`config.mk`:
```
export PLATFORM = sky130hd
export DESIGN_NAME = modulo_control_secded
export DESIGN_NICKNAME = d
export VERILOG_FILES = /design/src/rtl/modulo_secded_pkg.sv /design/src/rtl/modulo_sindrome.sv /design/src/rtl/modulo_control_secded.sv
export SDC_FILE = /design/constraint.sdc
export NUM_CORES = 1
export LEC_CHECK = 0
export ABC_AREA = 1
export BUFFER_PORTS_ARGS = -buffer_cell sky130_fd_sc_hd__buf_2
export CAP_MARGIN = 10
export CORE_ASPECT_RATIO = 0.9
export CORE_UTILIZATION = 40
export DETAILED_ROUTE_END_ITERATION = 12
export GPL_TIMING_DRIVEN = 0
export PLACE_DENSITY_LB_ADDON = 0.3
export SYNTH_ARGS = -nofsm -noshare
export SYNTH_HDL_FRONTEND = slang
export SYNTH_HIERARCHICAL = 1
export SYNTH_SLANG_ARGS = --single-unit
export TNS_END_PERCENT = 100
```
`constraint.sdc`:
```
create_clock -name clk -period 1.8 [get_ports clk]
set_input_delay 0.27 -clock clk [delete_from_list [all_inputs] [get_ports clk]]
set_output_delay 0.27 -clock clk [all_outputs]
set_load 0.02 [all_outputs]
```
`src/rtl/modulo_secded_pkg.sv`:
```
// Shared types and word-layout constants for the SECDED receive controller.
// Layout: Hamming(7,4) bits in 0..6 plus an overall even-parity bit in 7.
package modulo_secded_pkg;

  typedef enum logic [1:0] {
    IDLE = 2'd0,
    CALC = 2'd1,
    CORR = 2'd2,
    OUT  = 2'd3
  } state_t;

  localparam int unsigned BIT_P1 = 0;
  localparam int unsigned BIT_P2 = 1;
  localparam int unsigned BIT_D1 = 2;
  localparam int unsigned BIT_P4 = 3;
  localparam int unsigned BIT_D2 = 4;
  localparam int unsigned BIT_D3 = 5;
  localparam int unsigned BIT_D4 = 6;
  localparam int unsigned BIT_G  = 7;

endpackage

```
`src/rtl/modulo_sindrome.sv`:
```
// Combinational Hamming syndrome {s4,s2,s1} and overall parity of a received word.
module modulo_sindrome
  import modulo_secded_pkg::*;
(
  input  logic [7:0] word,
  output logic [2:0] s,
  output logic       g
);

  assign s[0] = word[BIT_P1] ^ word[BIT_D1] ^ word[BIT_D2] ^ word[BIT_D4];
  assign s[1] = word[BIT_P2] ^ word[BIT_D1] ^ word[BIT_D3] ^ word[BIT_D4];
  assign s[2] = word[BIT_P4] ^ word[BIT_D2] ^ word[BIT_D3] ^ word[BIT_D4];
  assign g    = ^word;

endmodule

```
`src/rtl/modulo_control_secded.sv`:
```
// Four-state SECDED decode pipeline with valid/ready handshakes and
// saturating single/double error counters.
module modulo_control_secded
  import modulo_secded_pkg::*;
#(
  parameter int CNT_W = 8
) (
  input  logic             clk,
  input  logic             rst,
  input  logic             in_valid,
  input  logic [7:0]       in_word,
  output logic             in_ready,
  input  logic             out_ready,
  output logic             out_valid,
  output logic [3:0]       data_out,
  output logic [7:0]       word_corr,
  output logic [2:0]       syndrome,
  output logic             err_single,
  output logic             err_double,
  input  logic             clr_cnt,
  output logic [CNT_W-1:0] cnt_single,
  output logic [CNT_W-1:0] cnt_double
);

  localparam logic [CNT_W-1:0] CNT_MAX = '1;
  localparam logic [CNT_W-1:0] CNT_ONE = {{(CNT_W-1){1'b0}}, 1'b1};

  state_t     state_r, state_next_s;
  logic [7:0] word_r;
  logic [2:0] syn_r;
  logic       g_r;
  logic [2:0] syn_s;
  logic       g_s;
  logic [7:0] corr_s;
  logic       single_s, double_s;

  modulo_sindrome u_sindrome (
    .word (word_r),
    .s    (syn_s),
    .g    (g_s)
  );

  // Rst gating keeps in_ready low during reset even though state already reads IDLE.
  assign in_ready  = (state_r == IDLE) && !rst;
  assign out_valid = (state_r == OUT);

  // Next-state decode.
  always_comb begin
    state_next_s = state_r;
    case (state_r)
      IDLE:    state_next_s = in_valid ? CALC : IDLE;
      CALC:    state_next_s = CORR;
      CORR:    state_next_s = OUT;
      OUT:     state_next_s = out_ready ? IDLE : OUT;
      default: state_next_s = IDLE;
    endcase
  end

  // Classification and correction from the registered syndrome and parity.
  always_comb begin
    corr_s   = word_r;
    single_s = 1'b0;
    double_s = 1'b0;
    if (g_r) begin
      single_s = 1'b1;
      if (syn_r == 3'd0) begin
        corr_s[BIT_G] = ~word_r[BIT_G];
      end else begin
        corr_s[syn_r - 3'd1] = ~word_r[syn_r - 3'd1];
      end
    end else if (syn_r != 3'd0) begin
      double_s = 1'b1;
    end else begin
      single_s = 1'b0;
    end
  end

  // State and pipeline registers; results only change on CORR->OUT.
  always_ff @(posedge clk or posedge rst) begin
    if (rst) begin
      state_r    <= IDLE;
      word_r     <= 8'h00;
      syn_r      <= 3'd0;
      g_r        <= 1'b0;
      word_corr  <= 8'h00;
      data_out   <= 4'h0;
      syndrome   <= 3'd0;
      err_single <= 1'b0;
      err_double <= 1'b0;
    end else begin
      state_r <= state_next_s;
      if (state_r == IDLE && in_valid) begin
        word_r <= in_word;
      end
      if (state_r == CALC) begin
        syn_r <= syn_s;
        g_r   <= g_s;
      end
      if (state_r == CORR) begin
        word_corr  <= corr_s;
        data_out   <= {corr_s[BIT_D4], corr_s[BIT_D3], corr_s[BIT_D2], corr_s[BIT_D1]};
        syndrome   <= syn_r;
        err_single <= single_s;
        err_double <= double_s;
      end
    end
  end

  // Saturating error counters; a clear wins over a same-cycle increment.
  always_ff @(posedge clk or posedge rst) begin
    if (rst) begin
      cnt_single <= '0;
      cnt_double <= '0;
    end else if (clr_cnt) begin
      cnt_single <= '0;
      cnt_double <= '0;
    end else if (state_r == CORR) begin
      if (single_s && cnt_single != CNT_MAX) cnt_single <= cnt_single + CNT_ONE;
      if (double_s && cnt_double != CNT_MAX) cnt_double <= cnt_double + CNT_ONE;
    end
  end

endmodule

```
==> parameters.txt <==
Parameter                              Value

Final layout
  Layout net count ... about 420
  Final std cell area, no fill ... roughly 3000 um^2
  Number of fillers in the final layout ... 629
  Final Util ... 0.499
  Final antenna diode count ... 0
  Area delta synth->final ... 18.9%
  Share of layout cells above drive strength 1 ... 0.244
  Layout Cells excl Fill ... just under 500

Global route
  Largest net degree at the start of global routing ... 27
  Total Routing Usage GR ... 0.178
  Global-route wire length before repair ... roughly 9500 um
  GRT overflow ... 0
  Initial antenna violation count ... 0
  Via count of the first global-routing pass ... around 2,100

Yosys
  Register area share after synthesis ... 0.414
  Nets in the synthesized netlist ... approximately 360
  Area share of the largest cell type after synthesis ... 0.414
  Synth cell types ... 30
  Warnings, synthesis ... 6
  Ranking of synthesized cells by area ... sky130_fd_sc_hd__dfrtp_1, sky130_fd_sc_hd__nand2_1, sky130_fd_sc_hd__inv_1
  Post-synth design cell area ... between 2000 and 3000 um^2
  Synthesized flop and latch total ... between 40 and 50
  Leading area contributor after synthesis ... sky130_fd_sc_hd__dfrtp_1
  Number of standard cells after synthesis ... between 300 and 400
  Mean instance size in the synthesized netlist ... ~7.5 um^2

Floorplanning
  Starting density of the core ... 0.420
  Number of cell rows ... 27
  Placeable core area ... approximately 6200 um^2
  Top Ports ... 48
  Height of the die ... between 70 and 80 um
  Die area ... 6820 um^2
  Die span in x ... ~87 um

Clock network
  Clock buffer depth ... 2
  Number of H-tree levels ... 2
  Clock latency on the worst-skew pair ... 0.30 ns
  Clock Sinks ... 43
  Clock input transition at the sequential cells of the worst setup and hold paths ... around 0.08 ns
  Setup bufs post-CTS ... 0
  Number of buffers inserted during clock tree synthesis ... 5
  CTS tree ... yes
  Root buf cell ... sky130_fd_sc_hd__clkbuf_8

Setup path
  Category of the worst setup path launch point ... flip-flop
  Worst Path Required ... 2.04 ns
  Largest fanout on the critical path ... 11
  Worst r2r path cells ... 9
  R2R Setup Slk ... about 0.14 ns
  WP data arrival ... between 1.5 and 2 ns
  Crit path kind ... flip-flop to flip-flop
  Reg2reg end ... word_corr[6]
  Worst r2r src ... syn_r[0]
  Endpoint kind of the worst setup timing path ... flip-flop

Placement
  Quantity of I/O buffers inserted on ports ... 46
  Placed wire-length estimate after detailed placement ... roughly 4200 um
  Placed inst area ... approximately 3000 um^2
  Pre-CTS worst setup slack ... ~0.048 ns
  Placer congestion estimate ... approximately 0.87
  Placed cell count ... 480

STA
  Final period utilization ... 0.920
  Max-slew headroom ... 0.712
  Min cycle time layout ... ~1.7 ns
  Highest clock frequency the design can meet ... between 600 and 700 MHz
  Tightest Pin Transition ... 0.429 ns
  Final setup vio count ... 0
  Summed negative setup slack over all endpoints ... 0 ns
  Setup repair after global routing missed its margin ... false
  Max-slew violation count ... 0
  Clock Skews ... 0.0106 ns
  Final setup slack of the worst path ... around 0.14 ns
  Final Hold Violating Endpoints ... 0

Min path
  Worst hold-check path type ... input pin to flip-flop
  Number of cells traversed by the worst hold path ... 3
  Critical hold path startpoint ... in_word[4]
  Hold EP ... word_r[4]

Job
  Max_cap viols ... 0

Drt
  Count of vias placed by the detailed router ... about 2,300
  Final WL ... ~5500 um
  WL/cell ... 11.3 um
  DRT antenna net count ... 0
  Length of the first detailed-routing pass in iterations ... 4
  Number of vias per cell ... 4.64
  Iteration-0 DRC Markers ... around 90
  Number of design rule violations left after detail routing ... 0

Pwr
  Cell leakage power ... 0.00168 uW
  P per Cell Area ... around 1800 nW/um^2
  Worst IR drop on VDD ... 0.710 mV

Outcome
  Outcome ... complete, no violations
==> layout make-up <==
cell class / instances / area (um^2) / share of cell area
clock inverters: 2 / 35.0 / 0.0113
clock buffers: 6 / 82.6 / 0.0268
well taps: 87 / 109 / 0.0353
multi-input cells: 242 / 1250 / 0.405
repair buffers: 48 / 260 / 0.0843
plain buffers: 11 / 76.3 / 0.0247
inverters: 50 / 198 / 0.0640
flip-flops and latches: 43 / 1080 / 0.349
==> state kept, by name, indices dropped and copies added (netlist names) <==
register    cells
cnt_double      8
cnt_single      8
data_out        3
err_double      1
err_single      1
g_r             1
state_r         2
syn_r           3
syndrome        3
word_corr       5
word_r          8
==> placed cells by master (no fill, tap or decap), drive strengths merged <==
cell           n
clkinv         1
nor3           5
nand3         14
xnor2          8
clkbuf         7
dlygate4sd3    1
nand2        106
nand4          6
inv           50
dfrtp         43
xor2           9
ha             4
a21oi         24
nor2          39
buf           57
bufinv         1
or2            1
o21ai         26
==> worst max-delay path by stage <==
stage / depth (start not counted) / start / to / slack (ns)
finish: 9 / syn_r[0] / word_corr[6] / 0.14
global route: 9 / syn_r[0] / word_corr[6] / 0.04
CTS: 9 / syn_r[0] / word_corr[6] / 0.02
detailed placement: 9 / syn_r[0] / data_out[2] / 0.05
global placement: 2 / rst / word_corr[6] / -0.10
floorplan: 9 / syn_r[0] / data_out[0] / 0.27
==> critical path, cell delays in order, from the launching register on <==
cell,delay (ns)
sky130_fd_sc_hd__dfrtp_2,0.44
sky130_fd_sc_hd__inv_4,0.08
sky130_fd_sc_hd__ha_1,0.37
sky130_fd_sc_hd__inv_2,0.13
sky130_fd_sc_hd__nand3_1,0.08
sky130_fd_sc_hd__nand2_1,0.08
sky130_fd_sc_hd__inv_2,0.04
sky130_fd_sc_hd__o21ai_4,0.20
sky130_fd_sc_hd__o21ai_1,0.10
sky130_fd_sc_hd__nand2_1,0.06
==> power by group <==
part | total, uW | internal (uW) | switching, uW
clock network | 789 | 449 | 340
registers | 1660 | 1310 | 351
logic | 3010 | 1090 | 1920
total | 5460 | 2850 | 2610
==> logic make-up after synthesis <==
family                     share of synthesized area
and+or+nand+nor                                0.293
buffers and inverters                          0.105
AOI/OAI and AO/OA                              0.108
DFF                                            0.414
xor gates and xnor gates                      0.0602
adders and majority gates                     0.0193
==> layer usage <==
layer  vias up  GRT usage  part of all wire
li1       1190          -                 -
met4         0     0.0300            0.0098
met3         7     0.0442             0.037
met5         -          0                 0
met1      1029      0.254              0.52
met2        45      0.276              0.43
==> synthesized netlist by cell type <==
cell and n:
sky130_fd_sc_hd__a21oi_1 24, sky130_fd_sc_hd__buf_2 3, sky130_fd_sc_hd__buf_4 6, sky130_fd_sc_hd__buf_6 1
sky130_fd_sc_hd__clkbuf_2 1, sky130_fd_sc_hd__dfrtp_1 43, sky130_fd_sc_hd__ha_1 4, sky130_fd_sc_hd__inv_1 43
sky130_fd_sc_hd__inv_2 6, sky130_fd_sc_hd__inv_8 1, sky130_fd_sc_hd__nand2_1 98, sky130_fd_sc_hd__nand2_2 5
sky130_fd_sc_hd__nand2_4 3, sky130_fd_sc_hd__nand3_1 13, sky130_fd_sc_hd__nand3_2 1, sky130_fd_sc_hd__nand4_1 5
sky130_fd_sc_hd__nand4_2 1, sky130_fd_sc_hd__nor2_1 34, sky130_fd_sc_hd__nor2_2 2, sky130_fd_sc_hd__nor2_4 3
sky130_fd_sc_hd__nor3_1 4, sky130_fd_sc_hd__nor3_2 1, sky130_fd_sc_hd__o21ai_0 6, sky130_fd_sc_hd__o21ai_1 16
sky130_fd_sc_hd__o21ai_2 2, sky130_fd_sc_hd__o21ai_4 2, sky130_fd_sc_hd__or2_2 1, sky130_fd_sc_hd__xnor2_1 7
sky130_fd_sc_hd__xnor2_2 1, sky130_fd_sc_hd__xor2_1 9
==> per-stage QoR <==
step,total power (uW),hold WS (ns)
6_report,5460,0.216
5_1_grt,5950,0.232
3_3_place_gp,4570,0.458
4_1_cts,5470,0.212
2_1_floorplan,3940,0.429
3_5_place_dp,4660,0.302
==> what timing repair did <==
item / in CTS / in global routing
endpoints found under the hold margin: 17 / 0
gates resized for setup: 0 / 3
hold buffers: 1 / 0
endpoints found under the setup margin: 0 / 10
No activity file was read; power rests on OpenSTA's default activity.
